<file path="src/rtl/disp_pkg.sv">
// Shared display-path constants: default widths, BCD range limit and the
// converter's FSM state encoding.
package disp_pkg;
  localparam int DIGITS_DEF = 8;
  localparam int BIN_W_DEF  = 27;

  // Largest value representable in the given number of decimal digits.
  function automatic longint unsigned max_val(input int digits);
    longint unsigned m;
    m = 64'd1;
    for (int i = 0; i < digits; i++) m = m * 64'd10;
    return m - 64'd1;
  endfunction

  localparam longint unsigned MAX_VAL = max_val(DIGITS_DEF);

  localparam logic [1:0] IDLE   = 2'd0;
  localparam logic [1:0] SHIFT  = 2'd1;
  localparam logic [1:0] FINISH = 2'd2;
endpackage

</file>
<file path="src/rtl/bcd_dig_adj.sv">
// Double-dabble per-digit correction: add 3 to any digit of 5 or more
// so the following left shift carries correctly into the next digit.
module bcd_dig_adj (
  input  logic [3:0] d_i,
  output logic [3:0] d_o
);
  // Inputs never exceed 9, so d_i + 3 stays within 4 bits.
  assign d_o = (d_i >= 4'd5) ? d_i + 4'd3 : d_i;
endmodule

</file>
<file path="src/rtl/bin2bcd_seq.sv">
// Iterative binary-to-BCD converter (one bit per clock) with overflow
// saturation and a leading-zero blanking mask for the scan driver.
module bin2bcd_seq
  import disp_pkg::*;
#(
  parameter int BIN_W    = BIN_W_DEF,
  parameter int DIGITS   = DIGITS_DEF,
  parameter bit BLANK_LZ = 1'b1
) (
  input  logic                clk,
  input  logic                rst_n,
  input  logic                start_i,
  input  logic [BIN_W-1:0]    bin_i,
  output logic                busy_o,
  output logic                done_o,
  output logic [4*DIGITS-1:0] bcd_o,
  output logic [DIGITS-1:0]   digit_en_o,
  output logic                ovf_o
);
  localparam int BCD_W = 4 * DIGITS;
  localparam int CNT_W = (BIN_W > 1) ? $clog2(BIN_W) : 1;
  localparam longint unsigned MAXV = max_val(DIGITS);

  logic [1:0]        state_q, state_d;
  logic [BIN_W-1:0]  shreg_q, shreg_d;
  logic [BCD_W-1:0]  acc_q, acc_d;
  logic [CNT_W-1:0]  cnt_q, cnt_d;
  logic              ovf_nxt_q, ovf_nxt_d;
  logic [BCD_W-1:0]  bcd_q, bcd_d;
  logic [DIGITS-1:0] en_q, en_d;
  logic              ovf_q, ovf_d;
  logic              done_q, done_d;

  logic [BCD_W-1:0]  adj;
  logic [BCD_W-1:0]  res;
  logic [DIGITS-1:0] en_mask;

  for (genvar g = 0; g < DIGITS; g++) begin : g_adj
    bcd_dig_adj u_adj (
      .d_i (acc_q[4*g +: 4]),
      .d_o (adj[4*g +: 4])
    );
  end

  assign res = ovf_nxt_q ? {DIGITS{4'h9}} : acc_q;

  // Digit i lit when it or any more significant digit is nonzero.
  always_comb begin
    en_mask = '1;
    if (BLANK_LZ) begin
      for (int i = 1; i < DIGITS; i++) en_mask[i] = |(res >> (4 * i));
    end
  end

  always_comb begin
    state_d   = state_q;
    shreg_d   = shreg_q;
    acc_d     = acc_q;
    cnt_d     = cnt_q;
    ovf_nxt_d = ovf_nxt_q;
    bcd_d     = bcd_q;
    en_d      = en_q;
    ovf_d     = ovf_q;
    done_d    = 1'b0;
    case (state_q)
      IDLE: begin
        if (start_i) begin
          shreg_d   = bin_i;
          acc_d     = '0;
          cnt_d     = '0;
          ovf_nxt_d = 64'(bin_i) > MAXV;
          state_d   = SHIFT;
        end
      end
      SHIFT: begin
        {acc_d, shreg_d} = {adj, shreg_q} << 1;
        cnt_d = cnt_q + 1'b1;
        if (cnt_q == CNT_W'(BIN_W - 1)) state_d = FINISH;
      end
      FINISH: begin
        bcd_d   = res;
        en_d    = en_mask;
        ovf_d   = ovf_nxt_q;
        done_d  = 1'b1;
        state_d = IDLE;
      end
      default: state_d = IDLE;
    endcase
  end

  always_ff @(posedge clk or negedge rst_n) begin
    if (!rst_n) begin
      state_q   <= IDLE;
      shreg_q   <= '0;
      acc_q     <= '0;
      cnt_q     <= '0;
      ovf_nxt_q <= 1'b0;
      bcd_q     <= '0;
      en_q      <= DIGITS'(1);
      ovf_q     <= 1'b0;
      done_q    <= 1'b0;
    end else begin
      state_q   <= state_d;
      shreg_q   <= shreg_d;
      acc_q     <= acc_d;
      cnt_q     <= cnt_d;
      ovf_nxt_q <= ovf_nxt_d;
      bcd_q     <= bcd_d;
      en_q      <= en_d;
      ovf_q     <= ovf_d;
      done_q    <= done_d;
    end
  end

  assign busy_o     = (state_q != IDLE);
  assign done_o     = done_q;
  assign bcd_o      = bcd_q;
  assign digit_en_o = en_q;
  assign ovf_o      = ovf_q;
endmodule
</file>
<file path="config.mk">
export PLATFORM = sky130hd
export DESIGN_NAME = bin2bcd_seq
export DESIGN_NICKNAME = d
export VERILOG_FILES = /design/src/rtl/disp_pkg.sv /design/src/rtl/bcd_dig_adj.sv /design/src/rtl/bin2bcd_seq.sv
export SDC_FILE = /design/constraint.sdc
export NUM_CORES = 1
export LEC_CHECK = 0
export ABC_AREA = 1
export CAP_MARGIN = 25
export CORE_MARGIN = 2
export CORE_UTILIZATION = 36
export CTS_CLUSTER_SIZE = 16
export DETAILED_ROUTE_END_ITERATION = 6
export GPL_ROUTABILITY_DRIVEN = 1
export PLACE_DENSITY = 0.53
export RECOVER_POWER = 100
export SETUP_SLACK_MARGIN = 0.3
export SLEW_MARGIN = 10
export SYNTH_ARGS = -nofsm -noshare
export SYNTH_HDL_FRONTEND = slang
export SYNTH_SLANG_ARGS = --single-unit
</file>
<file path="constraint.sdc">
create_clock -name clk -period 3.9 [get_ports clk]
set_input_delay 0.78 -clock clk [delete_from_list [all_inputs] [get_ports clk]]
set_output_delay 0.78 -clock clk [all_outputs]
set_load 0.005 [all_outputs]
</file>
# Word level (Yosys, flattened, before mapping)
# Cells that the tools add are included.
[classes]
addsub = 9
n_mul = 0
n_div = 0
order_cmp = 9
eq_ne = 5
shift = 0
n_mux = 19
n_bitwise = 0
reduce_logical = 13
[ops]
columns = ["cell", "n"]
rows = [
  ["$mux W32", 2],
  ["$pmux W32 S2", 1],
  ["$pmux W27 S2", 1],
  ["$ge A4 B3 Y1 const B", 8],
  ["$add A4 B2 Y4 const B", 7],
  ["$mux W4", 7],
  ["$reduce_or A28 Y1", 1],
  ["$gt A27 B27 Y1 const B", 1],
  ["$mux W27", 1],
  ["$reduce_or A24 Y1", 1],
  ["$reduce_or A20 Y1", 1],
  ["$reduce_or A16 Y1", 1],
  ["$reduce_or A12 Y1", 1],
  ["$pmux W5 S2", 1],
  ["$reduce_or A8 Y1", 1],
  ["$reduce_and A2 Y1", 3],
  ["$add A5 B1 Y5 const B", 1],
  ["$eq A5 B5 Y1 const B", 1],
  ["$mux W5", 1],
  ["$mux W2", 2],
  ["$ne A2 B2 Y1 const B", 2],
  ["$pmux W2 S2", 1],
  ["$reduce_bool A2 Y1", 2],
  ["$reduce_or A4 Y1", 1],
  ["6 further kinds", 6],
]
[word_totals]
ff_bits = 108
latchBits = 0
mem_bits_rw = 0
mem_bits_ro = 0
inputBits = 30
out_inout_bits = 43
elab_cells = 64
memories = 0

# Longest topological paths before layout
[depth]
depth_word = 3
mapped_depth = 9
mapped_depth_nobuf = 9

# Hierarchy
# From an unflattened synthesis, not the netlist that was laid out.
[unflattened]
cells_unflattened = 681
area_unflattened_um2 = 5746.8
[by_module_without_submodules]
columns = ["mod", "n_inst", "cells_each", "area_per_inst_um2", "seq_area_each_um2"]
rows = [
  ["bin2bcd_seq", 1, 497, 4665.7, 2702.6],
  ["bcd_dig_adj", 8, 23, 135.1, 0.0],
]

# Worst setup path before layout
# OpenSTA, ideal clock, no wires.
[synth_timing]
path_kind = "in2reg"
from = "input port start_i"
to = "register cnt_q[3]"
setup_time_ps = 123
t_arrival_ps = 1557
t_required_ps = 3777
setup_slack_ps = 2220
stages = 7
n_path_buf = 2
path_cell_list = "clkbuf_1 nand2_2 nand2_2 inv_2 buf_6 nand2_1 o21ai_1"
[synth_via]
elab_chain_cells = 2
[synth_lines]
columns = ["element", "line", "source"]
rows = [
  ["from (decl)", "bin2bcd_seq.sv:12", "input logic start_i,"],
  ["$ne A2 B2 Y1 (no source line)", "--", ""],
  ["$reduce_and A2 Y1 (no source line)", "--", ""],
  ["to (signal assigned)", "bin2bcd_seq.sv:106", "cnt_q <= cnt_d;"],
  ["to (decl)", "bin2bcd_seq.sv:27", "logic [CNT_W-1:0] cnt_q, cnt_d;"],
]
# No other way between the ends.
# A chain may end at the register's enable or synchronous reset.

# Worst setup path after layout
[layout_timing]
from = "input port start_i"
to = "register shreg_q[1]"
[layout_via]
elab_chain_cells = 2
[layout_lines]
columns = ["element", "line", "source"]
rows = [
  ["$ne A2 B2 Y1 (no source line)", "--", ""],
  ["$reduce_and A2 Y1 (no source line)", "--", ""],
  ["to (signal assigned)", "bin2bcd_seq.sv:104", "shreg_q <= shreg_d;"],
  ["to (decl)", "bin2bcd_seq.sv:25", "logic [BIN_W-1:0] shreg_q, shreg_d;"],
]
# No other way between the ends.

==> out/summary.txt <==
Max H-tree Level - 3
required arrival time at the worst endpoint - 4.08 ns
failing checks - max-capacitance violations, max-slew violations
number of antenna-violating nets in the routed design - 0
Post-CTS Hold Fix Bufs - 0
length of the first detailed-routing pass in iterations - 4
sequential fraction of the synthesis area - 51.3%
overall die height - 125 um
internal power consumption - 2770 uW
reported leakage power - 0.00293 uW
most numerous cell in the Yosys netlist - dfrtp_1
unique cell type count in the Yosys netlist - 31
max-slew headroom at the worst pin - -13.8%
insertion delay of the later-clocked pin in the worst-skew pair - 0.34 ns
final max-slew violation count - 69
flip-flop and latch area - 2700 um2
CP Capture Type - flop
Rows - 44
die area - 15600 um2
core outline area - 14400 um2
nature of the critical path startpoint - input pin
post-synthesis register bit count - 108
Yosys top cell area share - 51.3%
net switching power - 1820 uW
maximum clock frequency - 0.349 GHz
unrepaired setup endpoints after global routing - no
share of the clock period used by the worst path after layout - 73.6%
Post-Route Skew - 0.00572 ns
clock network fraction of design power - 19.1%
library cell used as clock root buffer - clkbuf_16
DRT iter0 DRCs - 236
commonest register cell after synthesis - dfrtp_1
critical path fanouts, max - 40
worst setup path category - input pin to flop
met3 routed wirelength - 547 um
synth warn - 0
Met1 Wirelength - 5920 um
number of antenna violations at the first check in global routing - 0
initial core utilization - 36.5%
Arr. time, crit path - 3.05 ns
number of enable flip-flop cells after synthesis - 0
Via density - 5.08
combined area of all synthesized cells - 5270 um2
multi-input combinational cell area - 2060 um2
Syn Area/Cell - 8.90 um2
antenna diode count - 0
proportion of power drawn by flip-flops and latches - 39.3%
# fillers - 1451
net count of the mapped netlist - 640
aggregate negative setup slack - 0 ns
final number of hold-violating endpoints - 0
Post-Synthesis Cells - 592
average wire per cell in the routed design - 14.7 um
largest cells by area after synthesis - dfrtp_1, o21ai_0, nand2_1, inv_1, ha_1
count of boundary I/O pins - 73
Max Root-Sink Buffers - 2
DRC violations left - 0
Die X-Extent - 125 um
final wirelength - 12300 um
Vias - 4279
largest net degree at the start of global routing - 69
CTS clk-pin slew, worst paths - 0.07 ns
first-pass GRT wire length - 20700 um
final worst path period need - 2.87 ns
worst min-delay path class - flop to flop
number of maximum-capacitance violations - 1
final HPWL from detailed placement - 8340 um
Slew @ Worst Pin - 1.71 ns
TritonCTS Buffers - 9
total routing usage reported by global routing - 16.4%
clock sink total - 108
post-CTS resize count - 0
via count of the first global-routing pass - 4159
Synth-to-Final Area Change - 19.6%
detailed-routed wire length on met2 - 5700 um
Port-buffer cells - 71
weighted congestion at the end of routability-driven global placement - 0.843
# nets final - 703
CTS tree - yes
setup-violating endpoint count in the final report - 0
run status - complete, but fails checks
Post-synth ARST share - 100%
P per Cell Area - 727 nW/um2
final design utilization - 43.7%
share of total power in combinational logic - 41.6%
grt ovf - 0
setup bufs post-CTS - 0
cell type with the largest total area after synthesis - dfrtp_1
top cell types by occurrence after synthesis - dfrtp_1, nand2_1, inv_1
uppermost signal routing layer after detailed routing - met4
fraction of final layout cells with drive strength greater than 1 - 5.32%
Net Sw Frac - 39.6%
peak ir drop on the vdd network - 273 uV
==> layout make-up <==
type                            count  share of cell area (%)
Sequential cell                   108                    42.9
Multi-Input combinational cell    384                    32.7
Timing Repair Buffer               76                    11.9
Inverter                           76                    4.52
Clock buffer                       11                    3.69
Tap cell                          184                    3.65
Clock inverter                      3                   0.635
==> worst paths after layout <==
check / startpoint / end / slack (ns) / depth (start not counted)
hold reg to reg: bcd_o[26]$_DFFE_PN0P_ / bcd_o[26]$_DFFE_PN0P_ / 0.48 / 2
setup reg to reg: state_q[0]$_DFFE_PN0P_ / bcd_o[0]$_DFFE_PN0P_ / 1.19 / 5
hold / removal: bcd_o[26]$_DFFE_PN0P_ / bcd_o[26]$_DFFE_PN0P_ / 0.48 / 2
min in group asynchronous: rst_n / bcd_o[27]$_DFFE_PN0P_ / 0.89 / 1
max in group asynchronous: rst_n / cnt_q[4]$_DFFE_PN0P_ / 1.46 / 2
setup / recovery: start_i / shreg_q[1]$_DFFE_PN0P_ / 1.03 / 5
==> power groups by stage <==
stage          Combinational [uW]  Sequential, uW  Clock, uW
3_3_place_gp                 1930            1810          0
5_1_grt                      2220            1850        943
3_5_place_dp                 1980            1820          0
2_1_floorplan                1520            1740          0
6_report                     1910            1800        875
4_1_cts                      1990            1800        906
==> cells in the final DEF, fill, tap and decap left out <==
cell and count:
a31oi_1 1, dlygate4sd3_1 41, o221ai_1 6, ha_1 18, a21oi_2 8, clkbuf_16 9, clkdlybuf4s50_1 29, nand3_1 29
o21ai_2 1, buf_16 1, o21ai_1 1, o21ai_0 80, nand4_1 7, a21oi_1 46, or2_2 7, o211ai_1 2
bufinv_16 1, nor2_4 2, dfrtp_1 108, nand3b_1 2, o31ai_1 1, xor2_1 8, nand2_1 89, inv_1 76
nor3_1 3, nor2_1 42, conb_1 1, o22ai_1 28, nand2_2 1, buf_4 1, clkinv_2 2, a21boi_0 1
clkbuf_1 4, clkbuf_2 2
==> cells by family (layout without fill, tap and decap cells) <==
group	count (synthesis)	count (layout)	share of synthesized area (%)
AOI/OAI and AO/OA	175	175	20.0
xor gates and xnor gates	8	8	1.33
adders and majority gates	18	18	4.27
buffers and inverters	100	166	8.05
DFF	108	108	51.3
other	1	1	0.0712
and+or+nand+nor	182	182	15.0
==> routing by layer <==
metal,vias up,global-route usage (%)
li1,2103,-
met2,103,26.3
met4,0,6.34
met3,13,2.61
met5,-,0
met1,2060,22.3
==> state kept, by name (all words and copies together), names as in the netlist <==
register and cells:
acc_q 32, bcd_o 32, cnt_q 5, digit_en_o 7, done_o 1, ovf_nxt_q 1, ovf_o 1, shreg_q 27
state_q 2
==> worst max-delay path, stage by stage <==
cell	delay, ns
clkdlybuf4s50_1	0.63
nand2_1	0.54
nand2_2	0.21
clkbuf_2	0.64
o221ai_1	0.21
==> stage by stage <==
stage / worst slack, ns / instances / total power (uW) / hold slack (ns) / area, um2
floorplan: 2.22 / 592 / 3270 / 0.470 / 5270
global placement: 1.22 / 827 / 3740 / 0.467 / 6100
detailed placement: 1.17 / 827 / 3790 / 0.470 / 6100
CTS: 1.50 / 841 / 4700 / 0.488 / 6370
global route: 0.821 / 842 / 5020 / 0.507 / 6300
finish: 1.03 / 842 / 4580 / 0.479 / 6300
(Power assumes the default switching activity.)
==> RTL change 1 (config.mk and constraints unchanged) <==
Make the reset (`rst_n`) synchronous in one clocked block.
--- a/src/rtl/bin2bcd_seq.sv
+++ b/src/rtl/bin2bcd_seq.sv
@@ -89,5 +89,5 @@
   end
 
-  always_ff @(posedge clk or negedge rst_n) begin
+  always_ff @(posedge clk) begin
     if (!rst_n) begin
       state_q   <= IDLE;
Behaviour: differs if rst_n is asserted again (counterexample within 4 cycles, from zero or initial values and one cycle with rst_n low); with rst_n held inactive, the same outputs for 10 cycles.
==> RTL change 1 against the original RTL <==
Global-route usage rose by 1.6 points; utilization grew 1.4 points; count of clock-buffer cells in the layout rose by 2; worst setup slack lost 0.11 ns; critical path depth up 2; sequential cell count stayed put; area after synthesis down 5.8%; routed wire length rose by 2.9%; fmax shrank 3.6%; design area down 4.4%; largest cell class is now multi-input combinational cells; highest routed layer unchanged.
Power is not compared: it rests on default switching activity, and its combinational part moved more than twofold at a synthesized area within 25%.
==> RTL change 1: results (changes against the original RTL) <==
most frequent cells after synthesis=108 x dfxtp_1, 101 x nand2_1, 85 x a21oi_1; worst slew pin tran=0.923 ns (-0.784 ns); complex-gate fraction of the synthesized area=0.222 (+0.0222); hold worst-path end=shreg_q[18]; Hold Startpoint=shreg_q[18]; r2r setup slk=1.30 ns (+0.11 ns); first-pass GRT wire length=21.1 mm (+1.7%); DR WL/cell=14.3 um (-2.4%); 1st-iter DRT viols=311 (+32%); Max Slew Vio Count=0 (-100%); pin count of the biggest net entering global routing=42 (-39%); status=finished, final reports clean; Multi-input gate area=0.00230 mm2 (+11%); register area=0.00216 mm2 (-20%); vias per cell=5.18 (+1.9%); syn nets=702 (+9.7%); met3 WL post-DR=674 um (+23%); post-synthesis sequential area ratio=0.436 (-0.0772); RR Startpoint=state_q[0]; GR Util met2=0.301 (+0.0378); CP max FO=39 (-2.5%); metal2 WL=5.85 mm (+2.6%); GR met3 Demand/Resource=0.0451 (+0.0190); DRT Pass-1 Iters=5 (+1); total of fill cells in the finished design=1381 (-4.8%)
## RTL change 1: cell count changes after synthesis, sizes merged, moves of 8 or more
cell    change
clkbuf     +11
nor2       +12
nand2      +11
dfrtp     -108
dfxtp     +108
a21oi      +31
a22oi      +18
o22ai      -28
nor3        +8
o21ai      -30
## RTL change 1: metrics by stage
step	hold slack (ns)	power, W	cells
CTS	0.451	0.00226	888
global placement	0.436	0.00137	872
global route	0.467	0.00233	888
finish	0.452	0.00223	888
floorplan	0.425	0.00130	654
detailed placement	0.437	0.00137	872
## RTL change 1: power by group through the flow
stage                     Sequential (W)  Combinational (W)  Clock, W
after floorplan                  0.00117           0.000129         0
after global placement           0.00117           0.000194         0
after detailed placement         0.00117           0.000196         0
after CTS                        0.00115           0.000196  0.000915
after global routing             0.00115           0.000213  0.000961
final                            0.00115           0.000192  0.000887
## RTL change 1: worst min-delay path, stage by stage, from the launching register on
cell	delay (ns)
dfxtp_1	0.31
inv_1	0.05
a21oi_1	0.05
==> RTL change 2 (config.mk and constraints unchanged) <==
Made on the original files. The parameter `BLANK_LZ` goes from 1'b1 to 1'b0.
--- a/src/rtl/bin2bcd_seq.sv
+++ b/src/rtl/bin2bcd_seq.sv
@@ -6,5 +6,5 @@
   parameter int BIN_W    = BIN_W_DEF,
   parameter int DIGITS   = DIGITS_DEF,
-  parameter bit BLANK_LZ = 1'b1
+  parameter bit BLANK_LZ = 1'b0
 ) (
   input  logic                clk,
Formal check against the unedited RTL: same outputs for any inputs over 10 cycles, from zero or initial values and one cycle with rst_n low; that may be too few to reach the edited logic, so the function may still have changed.
==> RTL change 2 against the original RTL <==
Global-route usage fell by 0.30 points; power shrank 2.8%; area after synthesis shrank 5.7%; first-iteration DRC count down 14%; routed wire length down 11%; design area fell by 5.7%; sequential cell count shrank 6; worst setup slack gained 0.13 ns.
==> RTL change 2: results (changes against the original RTL) <==
final WL=11.0 mm (-11%); DR vias=3893 (-9.0%); I/O Buffers=71 (unchanged); DP Wirelength=7.54 mm (-9.5%); vias in the first global route=3770 (-9.4%); HP Class=reg -> reg; syn nets=592 (-7.5%); Layout Nets=651 (-7.4%); headroom to the max-slew limit=0.0503 (+0.189); critical path arrival=2.93 ns (-0.12 ns); n_diodes=0 (unchanged); cells taking the most area after synthesis=dfrtp_1 51%, a21oi_1 6.0%, o21ai_0 5.9%; aggregate global-route resource usage=0.161 (-0.00298); post-cts sizing count=0 (unchanged); Final GP Congestion=0.810 (-3.9%); TNS Setup=0 ns (unchanged); status=finished, final reports clean; Clk Latency, worst-skew pair=0.35 ns; kind of cell adding the most delay to the critical path=buffers and inverters; pin count of the biggest net entering global routing=58 (-16%); slowest stage delay, CP=0.73 ns (+0.09 ns); Num CTS Buffers=9 (unchanged); CP max FO=37 (-7.5%); P_leak=2.81 nW (-4.2%); Setup Fix Bufs, Post-CTS=0 (unchanged); VDD IR max=0.301 mV (+10%); H-tree depth=3 (unchanged); total of fill cells in the finished design=1366 (-5.9%); Crit-path slowest cell=inv_1; Ys Warns=0 (unchanged); asr flop ratio synth=1.00 (unchanged); post-synthesis cell type count=29 (-6.5%); first-pass GRT wire length=18.4 mm (-11%); Clock Skews=0.00545 ns (-0.000268 ns); initial antenna violation count=0 (unchanged); Worst-path clk slew=0.06 ns; share of post-route cells with drive strength above 1=0.0559 (+0.00273); 1st-iter DRT viols=204 (-14%); post-synthesis sequential area ratio=0.514 (+0.00103); most frequent cells after synthesis=102 x dfrtp_1, 73 x inv_1, 65 x nand2_1; CTS Root Cell=clkbuf_16
[RTL change 2: changes by cell type in the layout (fill, tap and decap cells not counted), moves of 4 or more]
| cell | before | now |
|---|---|---|
| a21oi_1 | 46 | 65 |
| a21oi_2 | 8 | 1 |
| dfrtp_1 | 108 | 102 |
| nand2_1 | 89 | 65 |
| nand3_1 | 29 | 14 |
| nand4_1 | 7 | 3 |
| nor2_1 | 42 | 36 |
| o21ai_0 | 80 | 69 |
| o221ai_1 | 6 | 1 |
| o22ai_1 | 28 | 40 |
[RTL change 2: worst reg2reg max path, cell delays in order, from the launching register on]
cell and delay (ns):
dfrtp_1 0.44, nor2_4 0.12, clkbuf_1 0.79, inv_4 0.28, nor2_8 0.35, inv_1 0.31, o21ai_0 0.24
[RTL change 2: kinds of logic after synthesis]
family / count (synthesis) / share of synthesized area
AOI/OAI and AO/OA: 180 / 0.206
and+or+nand+nor: 131 / 0.119
buffers and inverters: 104 / 0.101
DFF: 102 / 0.514
adders and majority gates: 18 / 0.0453
xor gates and xnor gates: 7 / 0.0123
other: 1 / 0.000755
muxes: 1 / 0.00202
[RTL change 2: area by class of cell]
cell class | instances | area [um2] | area share
well taps | 176 | 220 | 0.0371
flip-flops and latches | 102 | 2550 | 0.429
repair buffers | 74 | 721 | 0.121
clock inverters | 4 | 45.0 | 0.00758
inverters | 78 | 295 | 0.0497
multi-input cells | 338 | 1850 | 0.312
clock buffers | 12 | 256 | 0.0432
[RTL change 2: stage by stage]
stage | worst slack, ns | power (W) | util | cells | area, um2
2_1_floorplan | 2.45 | 0.00316 | - | 544 | 4970
3_3_place_gp | 1.18 | 0.00357 | 0.428 | 768 | 5710
3_5_place_dp | 1.13 | 0.00363 | 0.428 | 768 | 5710
4_1_cts | 1.49 | 0.00456 | 0.451 | 784 | 6010
5_1_grt | 0.880 | 0.00487 | 0.445 | 784 | 5940
6_report | 1.16 | 0.00446 | 0.445 | 784 | 5940
[RTL change 2: power breakdown]
group,total [W],switching (W),internal (W)
clock,0.000915,0.000385,0.000530
combinational,0.00182,0.00111,0.000710
sequential,0.00172,0.000260,0.00146
total,0.00446,0.00175,0.00270
[RTL change 2: worst paths after layout]
kind                             from           to  slack, ns  cells after the start
setup / recovery              start_i  shreg_q[19]       1.16                      5
hold / removal               bcd_o[9]     bcd_o[9]       0.48                      2
setup reg to reg           state_q[0]    bcd_o[29]       1.27                      6
hold reg to reg              bcd_o[9]     bcd_o[9]       0.48                      2
max in group asynchronous       rst_n    acc_q[15]       1.47                      2
min in group asynchronous       rst_n    bcd_o[26]       0.77                      1
[RTL change 2: layer usage]
layer	share of wire	GRT usage	wire length, um
met5	0	0	0
met4	0.019	0.0582	210
met3	0.038	0.0367	416
met2	0.46	0.255	5060
met1	0.48	0.215	5300
